$ cat src/rtl/muldiv_seq_pkg.sv
// Shared definitions for the MULTU/DIVU sequencer: ALU opcodes, muldiv op
// encoding and the sequencer state enum.
package muldiv_seq_pkg;

  localparam int ALU_OP_W = 5;

  localparam logic [ALU_OP_W-1:0] ALU_ADD = 5'b00000;
  localparam logic [ALU_OP_W-1:0] ALU_SUB = 5'b00001;
  localparam logic [ALU_OP_W-1:0] ALU_AND = 5'b00010;
  localparam logic [ALU_OP_W-1:0] ALU_OR  = 5'b00011;
  localparam logic [ALU_OP_W-1:0] ALU_NOR = 5'b00100;
  localparam logic [ALU_OP_W-1:0] ALU_SLL = 5'b00101;
  localparam logic [ALU_OP_W-1:0] ALU_SRL = 5'b00110;
  localparam logic [ALU_OP_W-1:0] ALU_SRA = 5'b00111;
  localparam logic [ALU_OP_W-1:0] ALU_SLT = 5'b01000;

  typedef enum logic {
    MD_MULTU = 1'b0,
    MD_DIVU  = 1'b1
  } md_op_e;

  typedef enum logic [1:0] {
    ST_IDLE = 2'd0,
    ST_RUN  = 2'd1,
    ST_DONE = 2'd2
  } md_state_e;

endpackage

$ cat src/rtl/muldiv_seq_if.sv
// Bundle of request, MTHI/MTLO, ALU-borrowing and HI/LO signals between the
// EX stage (master) and the multiply/divide sequencer (slave).
interface muldiv_seq_if
  import muldiv_seq_pkg::*;
#(
  parameter int WIDTH = 32
);

  logic                start;
  logic                op;
  logic [WIDTH-1:0]    rs_val;
  logic [WIDTH-1:0]    rt_val;
  logic                hi_we;
  logic                lo_we;
  logic [WIDTH-1:0]    wdata;
  logic                alu_sel;
  logic [WIDTH-1:0]    alu_arg1;
  logic [WIDTH-1:0]    alu_arg2;
  logic [ALU_OP_W-1:0] alu_op;
  logic [WIDTH-1:0]    alu_result;
  logic                busy;
  logic                done;
  logic [WIDTH-1:0]    hi;
  logic [WIDTH-1:0]    lo;

  modport master (
    output start, op, rs_val, rt_val, hi_we, lo_we, wdata, alu_result,
    input  alu_sel, alu_arg1, alu_arg2, alu_op, busy, done, hi, lo
  );

  modport slave (
    input  start, op, rs_val, rt_val, hi_we, lo_we, wdata, alu_result,
    output alu_sel, alu_arg1, alu_arg2, alu_op, busy, done, hi, lo
  );

endinterface

$ cat src/rtl/muldiv_seq_step.sv
// One shift-add (MULTU) or restoring-divide (DIVU) iteration: picks the ALU's
// first operand and forms the next {acc, sr} pair from the ALU result.
module muldiv_step
  import muldiv_seq_pkg::*;
#(
  parameter int WIDTH = 32
) (
  input  md_op_e           op,
  input  logic [WIDTH-1:0] acc,
  input  logic [WIDTH-1:0] sr,
  input  logic [WIDTH-1:0] opnd,
  input  logic [WIDTH-1:0] alu_result,
  output logic [WIDTH-1:0] alu_a,
  output logic [WIDTH-1:0] acc_next,
  output logic [WIDTH-1:0] sr_next
);

  logic [WIDTH-1:0] r_shift;
  logic [WIDTH-1:0] q_shift;
  logic             msb;
  logic             carry;

  // The ALU has no carry-out, so both carry and the divide compare are done here.
  always_comb begin
    r_shift  = {acc[WIDTH-2:0], sr[WIDTH-1]};
    q_shift  = {sr[WIDTH-2:0], 1'b0};
    msb      = acc[WIDTH-1];
    carry    = alu_result < acc;
    alu_a    = acc;
    acc_next = acc;
    sr_next  = sr;
    if (op == MD_DIVU) begin
      alu_a = r_shift;
      if (msb || (r_shift >= opnd)) begin
        acc_next = alu_result;
        sr_next  = {sr[WIDTH-2:0], 1'b1};
      end else begin
        acc_next = r_shift;
        sr_next  = q_shift;
      end
    end else if (sr[0]) begin
      acc_next = {carry, alu_result[WIDTH-1:1]};
      sr_next  = {alu_result[0], sr[WIDTH-1:1]};
    end else begin
      acc_next = {1'b0, acc[WIDTH-1:1]};
      sr_next  = {acc[0], sr[WIDTH-1:1]};
    end
  end

endmodule

$ cat src/rtl/muldiv_seq.sv
// MULTU/DIVU sequencer that borrows the EX-stage ALU for WIDTH cycles,
// stalls the pipeline while busy and owns the architectural HI/LO registers.
module muldiv_seq
  import muldiv_seq_pkg::*;
#(
  parameter int               WIDTH   = 32,
  parameter logic [WIDTH-1:0] DIV0_LO = {WIDTH{1'b1}}
) (
  input logic         clk,
  input logic         rst,
  muldiv_seq_if.slave bus
);

  localparam int               CNT_W = $clog2(WIDTH);
  localparam logic [CNT_W-1:0] LAST  = CNT_W'(WIDTH - 1);

  md_state_e        state;
  md_state_e        state_next;
  md_op_e           op_q;
  logic [CNT_W-1:0] count;
  logic [WIDTH-1:0] acc;
  logic [WIDTH-1:0] sr;
  logic [WIDTH-1:0] opnd;
  logic [WIDTH-1:0] hi_q;
  logic [WIDTH-1:0] lo_q;
  logic [WIDTH-1:0] alu_a;
  logic [WIDTH-1:0] acc_next;
  logic [WIDTH-1:0] sr_next;
  logic             div_zero;
  logic             last_iter;

  assign div_zero  = (md_op_e'(bus.op) == MD_DIVU) && (bus.rt_val == '0);
  assign last_iter = (count == LAST);

  muldiv_step #(
    .WIDTH(WIDTH)
  ) u_step (
    .op        (op_q),
    .acc       (acc),
    .sr        (sr),
    .opnd      (opnd),
    .alu_result(bus.alu_result),
    .alu_a     (alu_a),
    .acc_next  (acc_next),
    .sr_next   (sr_next)
  );

  always_ff @(posedge clk or posedge rst) begin
    if (rst) begin
      state <= ST_IDLE;
    end else begin
      state <= state_next;
    end
  end

  always_comb begin
    state_next = state;
    case (state)
      ST_IDLE: if (bus.start) state_next = div_zero ? ST_DONE : ST_RUN;
      ST_RUN:  if (last_iter) state_next = ST_DONE;
      ST_DONE: state_next = ST_IDLE;
      default: state_next = ST_IDLE;
    endcase
  end

  // Only IDLE accepts new work or MTHI/MTLO; start takes priority over a write.
  always_ff @(posedge clk or posedge rst) begin
    if (rst) begin
      op_q  <= MD_MULTU;
      count <= '0;
      acc   <= '0;
      sr    <= '0;
      opnd  <= '0;
      hi_q  <= '0;
      lo_q  <= '0;
    end else begin
      case (state)
        ST_IDLE: begin
          if (bus.start) begin
            op_q  <= md_op_e'(bus.op);
            count <= '0;
            acc   <= '0;
            if (md_op_e'(bus.op) == MD_DIVU) begin
              sr   <= bus.rs_val;
              opnd <= bus.rt_val;
            end else begin
              sr   <= bus.rt_val;
              opnd <= bus.rs_val;
            end
            if (div_zero) begin
              hi_q <= bus.rs_val;
              lo_q <= DIV0_LO;
            end
          end else begin
            if (bus.hi_we) hi_q <= bus.wdata;
            if (bus.lo_we) lo_q <= bus.wdata;
          end
        end
        ST_RUN: begin
          acc   <= acc_next;
          sr    <= sr_next;
          count <= count + CNT_W'(1);
          if (last_iter) begin
            hi_q <= acc_next;
            lo_q <= sr_next;
          end
        end
        default: ;
      endcase
    end
  end

  always_comb begin
    bus.alu_sel  = 1'b0;
    bus.alu_arg1 = '0;
    bus.alu_arg2 = '0;
    bus.alu_op   = ALU_ADD;
    if (state == ST_RUN) begin
      bus.alu_sel  = 1'b1;
      bus.alu_arg1 = alu_a;
      bus.alu_arg2 = opnd;
      bus.alu_op   = (op_q == MD_DIVU) ? ALU_SUB : ALU_ADD;
    end
  end

  assign bus.busy = (state != ST_IDLE);
  assign bus.done = (state == ST_DONE);
  assign bus.hi   = hi_q;
  assign bus.lo   = lo_q;

endmodule

$ cat src/flat_wrapper.sv
// flat-port wrapper written by rule: the top's interface ports become plain ports
module muldiv_seq_flat import muldiv_seq_pkg::*;
#(
  parameter int               WIDTH   = 32,
  parameter logic [WIDTH-1:0] DIV0_LO = {WIDTH{1'b1}}
)
  (clk, rst, bus_start, bus_op, bus_rs_val, bus_rt_val, bus_hi_we, bus_lo_we, bus_wdata, bus_alu_result, bus_alu_sel, bus_alu_arg1, bus_alu_arg2, bus_alu_op, bus_busy, bus_done, bus_hi, bus_lo);
  muldiv_seq_if #(.WIDTH(WIDTH)) bus_i ();
  input logic clk;
  input logic rst;
  input wire logic [$bits(bus_i.start)-1:0] bus_start;
  input wire logic [$bits(bus_i.op)-1:0] bus_op;
  input wire logic [$bits(bus_i.rs_val)-1:0] bus_rs_val;
  input wire logic [$bits(bus_i.rt_val)-1:0] bus_rt_val;
  input wire logic [$bits(bus_i.hi_we)-1:0] bus_hi_we;
  input wire logic [$bits(bus_i.lo_we)-1:0] bus_lo_we;
  input wire logic [$bits(bus_i.wdata)-1:0] bus_wdata;
  input wire logic [$bits(bus_i.alu_result)-1:0] bus_alu_result;
  output wire logic [$bits(bus_i.alu_sel)-1:0] bus_alu_sel;
  output wire logic [$bits(bus_i.alu_arg1)-1:0] bus_alu_arg1;
  output wire logic [$bits(bus_i.alu_arg2)-1:0] bus_alu_arg2;
  output wire logic [$bits(bus_i.alu_op)-1:0] bus_alu_op;
  output wire logic [$bits(bus_i.busy)-1:0] bus_busy;
  output wire logic [$bits(bus_i.done)-1:0] bus_done;
  output wire logic [$bits(bus_i.hi)-1:0] bus_hi;
  output wire logic [$bits(bus_i.lo)-1:0] bus_lo;
  assign bus_i.start = bus_start;
  assign bus_i.op = bus_op;
  assign bus_i.rs_val = bus_rs_val;
  assign bus_i.rt_val = bus_rt_val;
  assign bus_i.hi_we = bus_hi_we;
  assign bus_i.lo_we = bus_lo_we;
  assign bus_i.wdata = bus_wdata;
  assign bus_i.alu_result = bus_alu_result;
  assign bus_alu_sel = bus_i.alu_sel;
  assign bus_alu_arg1 = bus_i.alu_arg1;
  assign bus_alu_arg2 = bus_i.alu_arg2;
  assign bus_alu_op = bus_i.alu_op;
  assign bus_busy = bus_i.busy;
  assign bus_done = bus_i.done;
  assign bus_hi = bus_i.hi;
  assign bus_lo = bus_i.lo;
  muldiv_seq #(.WIDTH(WIDTH), .DIV0_LO(DIV0_LO)) u_core (.clk(clk), .rst(rst), .bus(bus_i));
endmodule
$ cat config.mk
export PLATFORM = sky130hd
export DESIGN_NAME = muldiv_seq_flat
export DESIGN_NICKNAME = d
export VERILOG_FILES = /design/src/rtl/muldiv_seq_pkg.sv /design/src/rtl/muldiv_seq_if.sv /design/src/rtl/muldiv_seq_step.sv /design/src/rtl/muldiv_seq.sv /design/src/flat_wrapper.sv
export SDC_FILE = /design/constraint.sdc
export NUM_CORES = 1
export LEC_CHECK = 0
export CAP_MARGIN = 30
export CELL_PAD_IN_SITES_DETAIL_PLACEMENT = 0
export CELL_PAD_IN_SITES_GLOBAL_PLACEMENT = 1
export CORE_UTILIZATION = 38
export DETAILED_ROUTE_END_ITERATION = 8
export PLACE_DENSITY_LB_ADDON = 0.1
export SYNTH_ARGS = -nofsm -noshare
export SYNTH_HDL_FRONTEND = slang
export SYNTH_HIERARCHICAL = 1
export SYNTH_SLANG_ARGS = --single-unit
$ cat constraint.sdc
create_clock -name clk -period 5.6 [get_ports clk]
set_clock_uncertainty 0.1 [all_clocks]
set_input_delay 0.56 -clock clk [delete_from_list [all_inputs] [get_ports clk]]
set_output_delay 0.56 -clock clk [all_outputs]
set_load 0.005 [all_outputs]
==> results of run 1 <==
-- kinds of logic after synthesis --
group / Yosys count / share of synthesized area, %
xor gates and xnor gates: 1 / 0.0733
and+or+nand+nor: 422 / 16.2
muxes: 192 / 16.8
AOI/OAI and AO/OA: 354 / 17.5
buffers and inverters: 209 / 7.49
other: 1 / 0.0314
DFF: 168 / 35.2
adders and majority gates: 65 / 6.81
-- Yosys cell counts (36+ instances only) --
| master | n |
|---|---|
| a21oi_1 | 48 |
| and2_1 | 66 |
| clkbuf_1 | 63 |
| dfrtp_1 | 168 |
| ha_1 | 65 |
| inv_1 | 100 |
| mux2i_1 | 129 |
| nand2_1 | 211 |
| nand3_1 | 36 |
| nor2_1 | 72 |
| o21ai_0 | 75 |
| o21ai_1 | 98 |
-- final cells by class --
cell class	instances	area [um^2]	area share, %
clock inverter	12	119	0.774
sequential	168	4210	27.4
timing repair buffer	282	2820	18.4
clock buffer	20	437	2.84
inverter	103	393	2.56
multi-input combinational	1038	6880	44.8
tap	396	495	3.23
-- state kept, by name (all words and copies together), names as in the netlist --
signal	flops
u_core/bus.hi	32
u_core/bus.lo	32
u_core/sr	32
u_core/state	2
u_core/opnd	32
u_core/acc	32
u_core/count	5
u_core/op_q	1
-- per-stage QoR --
stage	setup WS [ns]	std cells	power, mW
after floorplan	0.393	1415	5.65
after global placement	1.71	1986	7.92
after detailed placement	1.82	1987	8.02
after CTS	2.07	2019	9.20
after global routing	1.83	2019	9.96
final	2.05	2019	9.13
-- power by group through the flow --
stage | clock [mW] | combinational (mW) | sequential [mW]
final | 1.14 | 5.46 | 2.53
after global routing | 1.21 | 6.11 | 2.64
after CTS | 1.17 | 5.50 | 2.53
after detailed placement | 0 | 5.47 | 2.55
after global placement | 0 | 5.38 | 2.55
after floorplan | 0 | 3.39 | 2.26
-- routing by layer --
layer / vias to the layer above / track usage (%)
met5: - / 0
met4: 2 / 4.66
met3: 23 / 4.50
met2: 285 / 35.9
met1: 5106 / 37.8
li1: 5322 / -
-- worst paths after layout --
kind                              startpoint           endpoint
max                            u_core/sr[31]  u_core/bus.hi[29]
min                        u_core/bus.hi[16]  u_core/bus.hi[16]
max reg2reg                    u_core/sr[31]  u_core/bus.hi[29]
min reg2reg                u_core/bus.hi[16]  u_core/bus.hi[16]
max in group asynchronous                rst        u_core/op_q
min in group asynchronous                rst   u_core/bus.lo[5]
-- critical path, cell delays in order (launching register included) --
cell	delay, ns
dfrtp_1	0.42
inv_1	0.11
ha_1	0.30
nand2b_4	0.14
a2111oi_2	0.37
o311ai_1	0.19
a22oi_2	0.82
buf_4	0.35
nand3_1	0.10
a31oi_1	0.20
nand2_1	0.12
o21ai_0	0.10
mux2_1	0.16
==> impl_metrics.ini, run 1 <==
[outcome]
outcome = complete, but fails checks
failed_checks = DRC

[logic_synthesis]
synth_area_leaders = dfrtp_1 35%, mux2i_1 11%, ha_1 6.8%
avgSynthCellArea_um2 = 8.46
synth_area_um2 = 11900
async_flop_share_pct = 100
ys_ff_latch = 168
yosysTopAreaCell = dfrtp_1
netlist_instances = 1412
synth_edf_count = 0
yosysSeqAreaShare_pct = 35.2
synth_warnings = 6
yosys_most_used_dff = dfrtp_1
synth_cell_type_count = 63
yosysTopAreaCellShare_pct = 35.2

[sta]
timing.final.crit_share_pct = 63.4
rsz0062_at_grt = no
max_freq_mhz = 282
period_needed_ns = 3.55
timing.hold.ws_ns = 0.385
finalHoldViolCount = 0
relSlewSlack_pct = 30.8
tightest_slew_ns = 1.04
drv_slew = 0
finalSetupViolCount = 0
setup_tns_ns = 0

[final_layout]
final_common_cell = clkdlybuf4s50_1
post-route-util_pct = 49.9
diodes = 0
area_growth_pct = 28.5
final_cell_mix = 263 x clkdlybuf4s50_1, 211 x nand2_1, 166 x dfrtp_1
final_nets = 1809
fillCellCount = 3019
final_layout_size_suffix_gt1_share_pct = 6.28
finalInstanceArea_um2 = 15400

[grt]
grt_max_degree = 103
overflow = 0
grt_pass1_wl_um = 60300
track_usage_pct = 24.7
antenna_found_initial = 1
grt_pass1_vias = 10200

[floorplanning]
coreArea_um2 = 30700
start_util_pct = 38.8
top_level_ports = 270
die_area_um2 = 32100
die_w_um = 179
num_rows = 64
die_y_um = 179

[critical_path]
cp-start-kind = flop
arrival_ns = 3.82
cp-end-kind = flop
critical_path_required_ns = 5.87
critical_path_class = reg -> reg
worstRegToRegCells = 12
cp_max_fo = 21
r2r_slack_ns = 2.05

[placed_design]
port_buffers = 265
dp_hpwl_um = 29500
place.gp.congestion = 0.862
place_area_um2 = 14800

[clock_network]
cts-root-buf = clkbuf_16
insertion_delay_ns = 0.43
cts_tree = done
cts_hold_buffers = 0
cts.clk_slew.worst_paths_ns = 0.07
post_cts_buffers = 0
cts_sinks = 168
clockBufferDepth = 2
htreeDepth = 4
cts_resized = 0
cts_buffers = 17

[power]
power_density_nw_per_um2 = 595
power_frac_comb_pct = 59.8
leakage_nw = 6.78
p_seq_share_pct = 27.7
p_int_mw = 5.21
switchingPower_mw = 3.92
clkPwrFrac_pct = 12.5
p_sw_share_pct = 42.9
peakVddDrop_v = 0.000300

[drt]
drc = 24
dr_wl_met3_um = 2260
antenna_left = 0
vias_per_cell = 5.32
wl_met2_um = 16800
wl_met1_um = 19900
finalWirelength_um = 39300
dr.max_layer_used = met5
routed_wire_length_per_instance_um = 19.5
drt_first_iter_violations = 701
vias = 10700
first_pass_iters = 7

[hold_path]
hold_path_depth = 1
hold_path.class = reg -> reg

[job]
maxCapViolations = 0
No activity file was read; power rests on OpenSTA's default activity.
==> run 2: changes to the inputs <==
CORE_UTILIZATION = 34   (was 38)
clock period = 3 ns   (was 5.6 ns; I/O delays follow)
==> run 2 against run 1 <==
The run now ends clean. Total power rose by 100%. Core utilization down 2.7 points. Via count up 2.4%. Design area rose by 6.3%. Flip-flop and latch count unchanged.
==> impl_metrics.ini, run 2 (same netlist as run 1, synthesis figures left out) <==
[outcome]
outcome = complete, no violations

[drt]
vias_per_cell = 5.10
vias = 11000
first_pass_iters = 5
antenna_left = 0
drt_first_iter_violations = 692
finalWirelength_um = 41600
routed_wire_length_per_instance_um = 19.3
drc = 0

[sta]
setup_slack_ns = 0.112
drv_slew = 0
period_needed_ns = 2.89
tightest_slew_ns = 0.649
finalHoldViolCount = 0
finalSetupViolCount = 0
relSlewSlack_pct = 56.6
timing.final.crit_share_pct = 96.3
max_freq_mhz = 346

[clock_network]
clockBufferDepth = 2
htreeDepth = 4
cts_tree = done
cts_buffers = 17
cts_sinks = 168
cts.clk_slew.worst_paths_ns = 0.07
cts-root-buf = clkbuf_16
insertion_delay_ns = 0.44

[placed_design]
dp_hpwl_um = 31500
place.gp.congestion = 0.840
pre_cts_ws_ns = -0.151
place_area_um2 = 15500
port_buffers = 265
numPlacedInstances = 2119

[final_layout]
fillCellCount = 3433
finalInstanceArea_um2 = 16300
instances_no_fill = 2155
final_common_cell = clkdlybuf4s50_1
final_layout_size_suffix_gt1_share_pct = 11.6
area_growth_pct = 36.6
multiInputGateArea_um2 = 6990
final_cell_mix = 263 x clkdlybuf4s50_1, 211 x nand2_1, 161 x dfrtp_1
seq_area_um2 = 4220
final_nets = 1886
diodes = 0

[floorplanning]
start_util_pct = 34.6
die_y_um = 189
die_area_um2 = 35900
coreArea_um2 = 34500
top_level_ports = 270
num_rows = 68
die_w_um = 189

[job]
maxCapViolations = 0

[critical_path]
cp_max_fo = 31
cp-end-kind = flop
cp-start-kind = flop
arrival_ns = 3.10
critical_path_required_ns = 3.21
critical_path_class = reg -> reg

[power]
power_density_nw_per_um2 = 1130
clkPwrFrac_pct = 12.8
leakage_nw = 7.23
p_seq_share_pct = 24.4
peakVddDrop_v = 0.000548
p_total_mw = 18.4
power_frac_comb_pct = 62.8
p_int_mw = 10.7
switchingPower_mw = 7.69
p_sw_share_pct = 41.8

[grt]
overflow = 0
grt_pass1_wl_um = 63300
grt_max_degree = 73
grt_pass1_vias = 10600
antenna_found_initial = 0
track_usage_pct = 23.0

[hold_path]
hold_path.class = in -> async
[run 2: final timing paths]
path / cells after the start / startpoint / slack, ns / to
setup / recovery: 11 / u_core/opnd[13] / 0.11 / u_core/bus.hi[23]
hold / removal: 2 / rst / 0.20 / u_core/bus.lo[6]
setup reg to reg: 11 / u_core/opnd[13] / 0.11 / u_core/bus.hi[23]
hold reg to reg: 1 / u_core/bus.hi[20] / 0.38 / u_core/bus.hi[20]
max in group asynchronous: 3 / rst / 1.84 / u_core/acc[9]
min in group clk: 4 / bus_start / 0.32 / u_core/state[1]
[run 2: critical path, stage by stage (launching register included)]
cell and delay [ns]:
dfrtp_1 0.39, inv_1 0.06, ha_1 0.29, and4_4 0.20, a221o_1 0.38, a22o_2 0.30, buf_12 0.17, o21ai_1 0.14
a31oi_1 0.09, nand2_1 0.16, o21ai_0 0.13, mux2_1 0.33
[run 2: final cells by class]
type,count,area share [%]
clock inverter,13,1.02
clock buffer,19,2.78
sequential,168,25.8
tap,455,3.49
multi-input combinational,1038,42.8
inverter,103,2.40
timing repair buffer,359,21.7
[run 2: layer usage]
layer / vias up / wire length [um] / track usage [%]
met4: 0 / 479 / 4.99
li1: 5472 / - / -
met5: - / 0 / 0
met3: 24 / 1650 / 2.82
met2: 259 / 17800 / 33.8
met1: 5237 / 21600 / 35.4
[run 2: power groups by stage]
stage / clock network, mW / logic [mW] / registers (mW)
after floorplan: 0 / 6.33 / 4.21
after global placement: 0 / 11.1 / 4.54
after detailed placement: 0 / 11.2 / 4.55
after CTS: 2.42 / 11.2 / 4.52
after global routing: 2.50 / 12.7 / 4.67
final: 2.35 / 11.5 / 4.49
[run 2: what timing repair did]
action / CTS / global route
resized for setup: 0 / 22
setup endpoints to repair: 0 / 38
buffers inserted: 0 / 4
hold buffers: 0 / 0
[run 2: per-stage QoR]
stage	hold WS, ns	utilization (%)	TNS, ns
floorplan	0.368	-	0
global placement	0.367	44.9	-2.62
detailed placement	0.374	45.0	-3.21
CTS	0.197	46.8	0
global route	0.241	47.2	-0.00111
finish	0.196	47.2	0
==> run 3: changes to the inputs <==
==> constraint.sdc (replaced) <==
create_clock -name clk -period 3 [get_ports clk]
set_clock_uncertainty 0.1 [all_clocks]
set_input_delay 0.45 -clock clk [delete_from_list [all_inputs] [get_ports clk]]
set_output_delay 0.45 -clock clk [all_outputs]
set_load 0.005 [all_outputs]
==> run 3 against run 2 <==
Via count up 0.98%. Critical path depth unchanged. Clock power rose by 13%. First-iteration DRC count down 21%. Cell count increased by 1.5%. Wire length grew 1.7%. Global-route usage rose by 0.46 points. Fmax fell by 0.68%. Combinational power grew 3%. Flip-flop and latch count unchanged.
==> impl_metrics.ini, run 3 (same netlist as run 1, synthesis figures left out) <==
[drt]
finalWirelength_um = 42300
drt_first_iter_violations = 544
drc = 0
antenna_left = 0
routed_wire_length_per_instance_um = 19.3
vias = 11100
first_pass_iters = 5
vias_per_cell = 5.08

[floorplanning]
start_util_pct = 34.6
die_y_um = 189
die_w_um = 189
num_rows = 68
die_area_um2 = 35900
top_level_ports = 270
coreArea_um2 = 34500

[clock_network]
htreeDepth = 4
cts.clk_slew.worst_paths_ns = 0.07
cts_sinks = 168
insertion_delay_ns = 0.43
cts_buffers = 17
cts-root-buf = clkbuf_16
clockBufferDepth = 2
cts_tree = done

[critical_path]
cp_max_fo = 31
critical_path_class = reg -> reg
crit_family = compound AO/OA/AOI/OAI gates
critical_path_required_ns = 3.21
arrival_ns = 3.12
cp-start-kind = flop
crit_chain = ha_1, a21oi_2, o21ai_1, a221o_1, a22o_2, buf_12, o21ai_1, a31oi_2, nand2_1, o21ai_0, mux2_1
cpPeakStageDelay_ns = 0.44
cp_common_cell = o21ai_1
critical_path_buf_inv_count = 1
cp-end-kind = flop
worst_path_max_delay_cell = dfrtp_2

[power]
leakage_nw = 7.45
p_seq_share_pct = 23.2
p_int_mw = 11.2
switchingPower_mw = 7.77
power_density_nw_per_um2 = 1130
peakVddDrop_v = 0.000674
clkPwrFrac_pct = 14.0
p_sw_share_pct = 40.9
power_frac_comb_pct = 62.8

[grt]
grt_pass1_vias = 11000
grt_pass1_wl_um = 64600
track_usage_pct = 23.4
grt_max_degree = 102
overflow = 0
antenna_found_initial = 2

[placed_design]
port_buffers = 265
place.gp.congestion = 0.869
dp_hpwl_um = 32200

[sta]
tightest_slew_ns = 0.621
finalSetupViolCount = 0
timing.hold.ws_ns = 0.322
relSlewSlack_pct = 58.6
finalHoldViolCount = 0
period_needed_ns = 2.91
drv_slew = 0
timing.final.crit_share_pct = 96.9
max_freq_mhz = 344

[job]
maxCapViolations = 0

[outcome]
outcome = complete, no violations

[hold_path]
hold_path.class = in -> async

[final_layout]
fillCellCount = 3378
final_cell_mix = 263 x clkdlybuf4s50_1, 206 x nand2_1, 160 x dfrtp_1
area_growth_pct = 40.6
final_common_cell = clkdlybuf4s50_1
post-route-util_pct = 48.6
final_nets = 1916
final_layout_size_suffix_gt1_share_pct = 14.2
[run 3: cell count changes in the layout (fill, tap and decap cells not counted), moves of 3 or more]
cell | before | now
a31oi_1 | 32 | 25
a31oi_2 | 0 | 7
buf_12 | 13 | 16
buf_4 | 81 | 104
bufinv_16 | 3 | 7
clkinv_2 | 4 | 1
nand2_1 | 211 | 206
nand2_2 | 0 | 5
[run 3: worst paths after layout]
kind / endpoint / start / slack [ns] / cells past startpoint
setup / recovery: u_core/bus.hi[6] / u_core/acc[10] / 0.09 / 11
hold / removal: u_core/bus.lo[5] / rst / 0.32 / 2
setup reg to reg: u_core/bus.hi[6] / u_core/acc[10] / 0.09 / 11
hold reg to reg: u_core/bus.hi[20] / u_core/bus.hi[20] / 0.38 / 1
max in group asynchronous: u_core/bus.hi[7] / rst / 1.70 / 3
min in group clk: u_core/bus.hi[20] / u_core/bus.hi[20] / 0.38 / 1
[run 3: worst register-to-register path, stage by stage, from the launching register on]
cell     delay, ns
dfrtp_2       0.44
ha_1          0.33
a21oi_2       0.13
o21ai_1       0.08
a221o_1       0.38
a22o_2        0.29
buf_12        0.17
o21ai_1       0.18
a31oi_2       0.13
nand2_1       0.15
o21ai_0       0.10
mux2_1        0.30
[run 3: what timing repair did]
item / in CTS / in global routing
pin swaps: 0 / 19
setup endpoints to repair: 3 / 88
setup buffers: 0 / 2
hold buffers: 0 / 0
hold endpoints to repair: 0 / 0
resized for setup: 4 / 40
gates cloned: 0 / 2
[run 3: layer usage]
metal | vias to the layer above | track usage [%] | wire length (um)
li1 | 5544 | - | -
met1 | 5293 | 35.5 | 21900
met2 | 233 | 34.5 | 18200
met3 | 30 | 3.35 | 1540
met4 | 0 | 5.58 | 625
met5 | - | 0 | 0
[run 3: cell type report]
type                            count  area [um^2]  share of cell area (%)
Clock inverter                     14          268                    1.59
Sequential cell                   168         4220                    25.1
Inverter                          103          393                    2.34
Multi-Input combinational cell   1038         7060                    42.0
Timing Repair Buffer              389         3850                    22.9
Clock buffer                       18          429                    2.55
Antenna cell                        2         5.00                  0.0298
Tap cell                          455          569                    3.39
[run 3: power groups by stage]
stage	clock, mW	combinational (mW)	sequential (mW)
after global placement	0	11.4	4.44
after floorplan	0	6.33	4.21
after global routing	2.81	13.2	4.57
after detailed placement	0	11.5	4.45
final	2.65	11.9	4.41
after CTS	2.72	11.6	4.42
[run 3: per-stage QoR]
| stage | total power, mW | setup slack (ns) | instances | area (um^2) | TNS, ns |
|---|---|---|---|---|---|
| 6_report | 19.0 | 0.0927 | 2187 | 16800 | 0 |
| 5_1_grt | 20.6 | -0.0170 | 2186 | 16800 | -0.0370 |
| 4_1_cts | 18.7 | 0.0195 | 2180 | 16500 | 0 |
| 3_5_place_dp | 16.0 | -0.384 | 2148 | 15800 | -8.98 |
| 3_3_place_gp | 15.8 | -0.294 | 2148 | 15800 | -7.90 |
| 2_1_floorplan | 10.5 | 0.309 | 1415 | 12000 | 0 |
